## src/rtl/msg_queue.sv

```systemverilog
// rtl/msg_queue.sv - parser output message FIFO with ready/valid head, overflow and error-discard counters
module msg_queue #(
    parameter int MAX_MSG_BYTES = 32,
    parameter int DEPTH         = 4,
    parameter bit DROP_ERRORED  = 1'b0
) (
    input  logic                       clk,
    input  logic                       rst,
    input  logic                       in_valid,
    input  logic [15:0]                in_length,
    input  logic [8*MAX_MSG_BYTES-1:0] in_data,
    input  logic                       in_error,
    output logic                       out_valid,
    input  logic                       out_ready,
    output logic [15:0]                out_length,
    output logic [8*MAX_MSG_BYTES-1:0] out_data,
    output logic                       out_error,
    output logic [$clog2(DEPTH):0]     occupancy,
    output logic                       full,
    output logic                       overflow,
    output logic [15:0]                drop_count,
    output logic [15:0]                err_drop_count
);
    localparam int AW = $clog2(DEPTH);
    localparam int DW = 8 * MAX_MSG_BYTES;
    localparam logic [AW:0] DEPTH_C = (AW + 1)'(DEPTH);
    localparam logic [AW:0] ONE_C   = (AW + 1)'(1);

    typedef struct packed {
        logic [15:0]   length;
        logic [DW-1:0] data;
        logic          error;
    } entry_t;

    entry_t        mem [DEPTH];
    entry_t        in_entry;
    entry_t        head_q;
    logic [AW-1:0] wr_ptr;
    logic [AW-1:0] rd_ptr;
    logic [AW:0]   count;
    logic          err_discard;
    logic          slot_avail;
    logic          push;
    logic          pop;
    logic          drop;

    // Bytes beyond the declared length are zeroed; bad lengths are flagged but kept intact.
    always_comb begin
        in_entry        = '0;
        in_entry.length = in_length;
        in_entry.error  = in_error || (in_length == 16'd0) || (in_length > 16'(MAX_MSG_BYTES));
        for (int i = 0; i < MAX_MSG_BYTES; i++) begin
            in_entry.data[8*i +: 8] = (i < int'(in_length)) ? in_data[8*i +: 8] : 8'h00;
        end
    end

    assign full        = (count == DEPTH_C);
    assign out_valid   = (count != '0);
    assign pop         = out_valid && out_ready;
    assign err_discard = DROP_ERRORED && in_valid && in_error;
    assign slot_avail  = !full || pop;
    assign push        = in_valid && !err_discard && slot_avail;
    assign drop        = in_valid && !err_discard && !slot_avail;

    always_ff @(posedge clk) begin
        if (push) begin
            mem[wr_ptr] <= in_entry;
        end
    end

    always_ff @(posedge clk or negedge rst) begin
        if (!rst) begin
            wr_ptr         <= '0;
            rd_ptr         <= '0;
            count          <= '0;
            head_q         <= '0;
            overflow       <= 1'b0;
            drop_count     <= '0;
            err_drop_count <= '0;
        end else begin
            if (push) wr_ptr <= wr_ptr + 1'b1;
            if (pop)  rd_ptr <= rd_ptr + 1'b1;

            case ({push, pop})
                2'b10:   count <= count + ONE_C;
                2'b01:   count <= count - ONE_C;
                default: count <= count;
            endcase

            // Head registers mirror mem[rd_ptr]; with one entry left, a same-cycle push becomes the new head.
            if (pop) begin
                if (count > ONE_C) head_q <= mem[rd_ptr + 1'b1];
                else if (push)     head_q <= in_entry;
                else               head_q <= '0;
            end else if (push && count == '0) begin
                head_q <= in_entry;
            end

            overflow <= drop;
            if (drop && drop_count != 16'hFFFF)            drop_count     <= drop_count + 16'd1;
            if (err_discard && err_drop_count != 16'hFFFF) err_drop_count <= err_drop_count + 16'd1;
        end
    end

    assign out_length = head_q.length;
    assign out_data   = head_q.data;
    assign out_error  = head_q.error;
    assign occupancy  = count;
endmodule

```

## config.mk

```make
export PLATFORM = sky130hd
export DESIGN_NAME = msg_queue
export DESIGN_NICKNAME = d
export VERILOG_FILES = /design/src/rtl/msg_queue.sv
export SDC_FILE = /design/constraint.sdc
export NUM_CORES = 2
export LEC_CHECK = 0
export BUFFER_PORTS_ARGS = -buffer_cell sky130_fd_sc_hd__buf_2
export CAP_MARGIN = 0
export CORE_ASPECT_RATIO = 1.2
export CORE_UTILIZATION = 59
export DETAILED_ROUTE_END_ITERATION = 8
export MAX_ROUTING_LAYER = met4
export PLACE_DENSITY_LB_ADDON = 0.2
export SLEW_MARGIN = 0
export SYNTH_ARGS = -nofsm -noshare
export SYNTH_HDL_FRONTEND = slang
export SYNTH_SLANG_ARGS = --single-unit
```

## constraint.sdc

```tcl
create_clock -name clk -period 19 [get_ports clk]
set_input_delay 1.9 -clock clk [delete_from_list [all_inputs] [get_ports clk]]
set_output_delay 1.9 -clock clk [all_outputs]
set_load 0.1 [all_outputs]
```

==> results by group <==
Floorplanning
  • Core Region: 92810 sq um
  • Row cnt: 122
  • I/O Pins: 588
  • Die height: 338.1 um
  • Die area: 95400 sq um
  • Horiz. Die Dim: 282.1 um
  • Initial Utilization: 59.86%

Placed design
  • DP Wirelength: 81.31 mm
  • Port Buffers: 571
  • Routability cong.: 0.8024
  • Inst Count DP: 4915

Drt
  • 1st-iter DRT viols: 2874
  • DRT antenna net count: 0
  • Via Count: 32480
  • DRC Markers: 0
  • DR vias/cell: 6.261
  • Total routed wirelength: 134.8 mm
  • Routed WL per cell: 25.98 um
  • DRT Pass-1 Iters: 6

Cells and area
  • Final core utilization: 68.84%
  • Area Growth Syn to Fin: 15.00%
  • # nets final: 4097
  • Non-filler instance count after layout: 5188
  • Fill cells: 6117
  • Layout cells sized above 1: 28.96%
  • Multi-input logic area: 14250 sq um
  • Register area: 40230 sq um

Global route
  • Largest net degree at the start of global routing: 162
  • GR Util All Layers: 29.40%
  • GRT overflow: 0
  • First-pass GRT wire length: 202.8 mm
  • Initial antenna violation count: 26
  • Number of global-route vias before repair: 32890

Min path
  • Hold Crit Start: drop_count[14]
  • Worst Hold Endpoint: drop_count[14]
  • Hold Path Stages: 1
  • HP Class: reg -> reg

Synth
  • Yosys cell types: 62
  • #FFs+latches synth: 1389
  • Number of synthesized flops with an enable pin: 1092
  • Post-synth top area share: 59.03%
  • Synthesized area: 55550 sq um
  • Synth top cells by count: edfxtp_1 (1092), a21oi_1 (357), dfrtp_1 (297)
  • Main area contributors after synthesis: edfxtp_1 (59%), dfrtp_1 (13%), mux4_2 (11%)
  • Yosys top cell by area: edfxtp_1
  • Sequential fraction of the synthesis area: 72.40%
  • Post-synthesis cell count: 3286
  • Main synth FF type: edfxtp_1
  • Syn_area_per_cell: 16.91 sq um
  • Dominant cell by count in the synthesized netlist: edfxtp_1
  • Async SR Flop Fraction: 21.38%
  • Syn. warnings: 0

Critical path
  • Reg2Reg Depth: 6
  • Worst-path fanout max: 64
  • Worst Setup Path Type: in -> reg
  • RR Endpoint: out_data[207]
  • R2r startpoint: rd_ptr[1]
  • Setup crit end kind: flop
  • Worst setup SP type: primary input
  • Worst Path Required: 19.33 ns
  • WP data arrival: 5.18 ns
  • R2R Setup Slk: 14.22 ns

Power
  • Combinational Power Share: 41.6%
  • Sequential share of power: 36.6%
  • Switch share: 43.92%
  • Int Power: 6.863 mW
  • Share of power burned in the clock network: 21.8%
  • PD cells: 191.6 nW/um^2
  • Sw power: 5.375 mW
  • Worst vdd ir: 0.0002024 V
  • Leakage: 22.50 nW

Clock tree
  • Max clock buf depth: 3
  • CTS buffer count: 134
  • CTS tree: yes
  • Clock sinks: 1389
  • H-tree level count: 4
  • Post-CTS Resized: 0
  • CTS Hold Bufs: 0
  • Clock-pin slew on the worst setup and hold paths: 0.06 ns
  • Root Buffer: clkbuf_16
  • Post-CTS Setup Bufs: 0
  • Clk Latency, worst-skew pair: 0.72 ns

Job
  • Max-cap violations: 0

STA
  • Unrepaired setup endpoints after global routing: false
  • Hold Vio Cnt, Final: 0
  • Final min period: 4.849 ns
  • Slew @ Worst Pin: 1.099 ns
  • Max_slew headroom: 26.72%
  • Fin crit share: 25.52%
  • Setup TNS: 0 ns
  • Worst Skew: 0.02296 ns
  • Hold slack final: 0.5017 ns
  • Fmax: 206.2 MHz
  • Final-report setup violation count: 0
  • Final max-slew violation count: 0

Outcome
  • Status: completed
per-stage QoR:
stage / instance area (sq um) / total power [mW] / setup WS [ns]
4_1_cts: 63820 / 12.30 / 13.98
5_1_grt: 63890 / 12.68 / 13.67
3_5_place_dp: 59380 / 9.629 / 13.43
6_report: 63890 / 12.24 / 14.15
3_3_place_gp: 59380 / 9.575 / 13.41
2_1_floorplan: 55610 / 8.632 / 9.793
power groups by stage:
stage / Clock, mW / Combinational [mW] / Sequential [mW]
after global routing: 2.82 / 5.32 / 4.54
final: 2.67 / 5.09 / 4.48
after floorplan: 0 / 1.91 / 6.72
after CTS: 2.70 / 5.12 / 4.48
after global placement: 0 / 5.07 / 4.50
after detailed placement: 0 / 5.10 / 4.53
cell type report:
cell class	count	share of cell area (%)
inverter	9	0.05288
clock buffer	185	5.950
tap	1240	2.428
antenna	26	0.1018
multi-input combinational	1654	22.31
clock inverter	62	1.007
timing repair buffer	623	5.178
sequential	1389	62.97
logic make-up (layout without fill, tap and decap cells):
logic type	count (synthesis)	count (layout)	synth area share, %
other	1	42	0.006750
buffers and inverters	258	879	2.167
AOI/OAI and AO/OA	650	650	7.457
muxes	278	278	11.19
adders and majority gates	10	10	0.2207
and+or+nand+nor	685	685	6.320
xor gates and xnor gates	15	15	0.2365
DFF	1389	1389	72.40
state kept, by name, summed over array words and instances (netlist names):
signal      cells
drop_count     16
rd_ptr          2
out_length     16
mem          1092
out_error       1
occupancy       3
out_data      256
wr_ptr          2
overflow        1
routing by layer:
| metal | share of wire (%) | global-route usage [%] |
|---|---|---|
| met1 | 38 | 37.46 |
| met2 | 50 | 45.88 |
| met3 | 8.4 | 6.777 |
| met4 | 3.8 | 11.97 |
| met5 | 0 | - |
placed cells by master, fill, tap and decap left out, types with 5 or more instances in the layout:
master and instances:
a21oi_1 357, a221oi_1 17, a22oi_1 24, a32oi_1 112, and2_1 234, and3_1 7, buf_2 570, buf_4 48
bufinv_16 10, clkbuf_1 31, clkbuf_16 139, clkbuf_8 15, clkinv_1 13, clkinv_2 22, clkinvlp_4 5, conb_1 16
dfrtp_1 295, diode_2 26, edfxtp_1 1092, ha_1 9, inv_1 7, inv_6 5, mux4_2 273, nand2_1 35
nand3_1 57, nand4_1 15, nor2_1 271, nor2b_1 26, o2111ai_2 7, o211ai_1 77, o21a_1 6, o21ai_0 6
o21ai_1 24, or2_1 6, xnor2_1 14
critical path: stages:
cell and delay [ns]:
buf_2 0.27, o21a_1 0.32, and2_4 0.78, buf_4 0.83
buf_4 0.90
how the worst max path moves through the flow:
stage,endpoint,slack (ns),cells after the start,from
CTS,out_data[207],13.98,6,rd_ptr[1]
detailed placement,mem[0][60],13.43,5,out_ready
global route,out_data[207],13.67,6,rd_ptr[1]
finish,mem[0][62],14.15,5,out_ready
floorplan,mem[0][0],9.79,3,in_valid
global placement,mem[0][60],13.41,5,out_ready
Power figures use the tool's default switching activity.
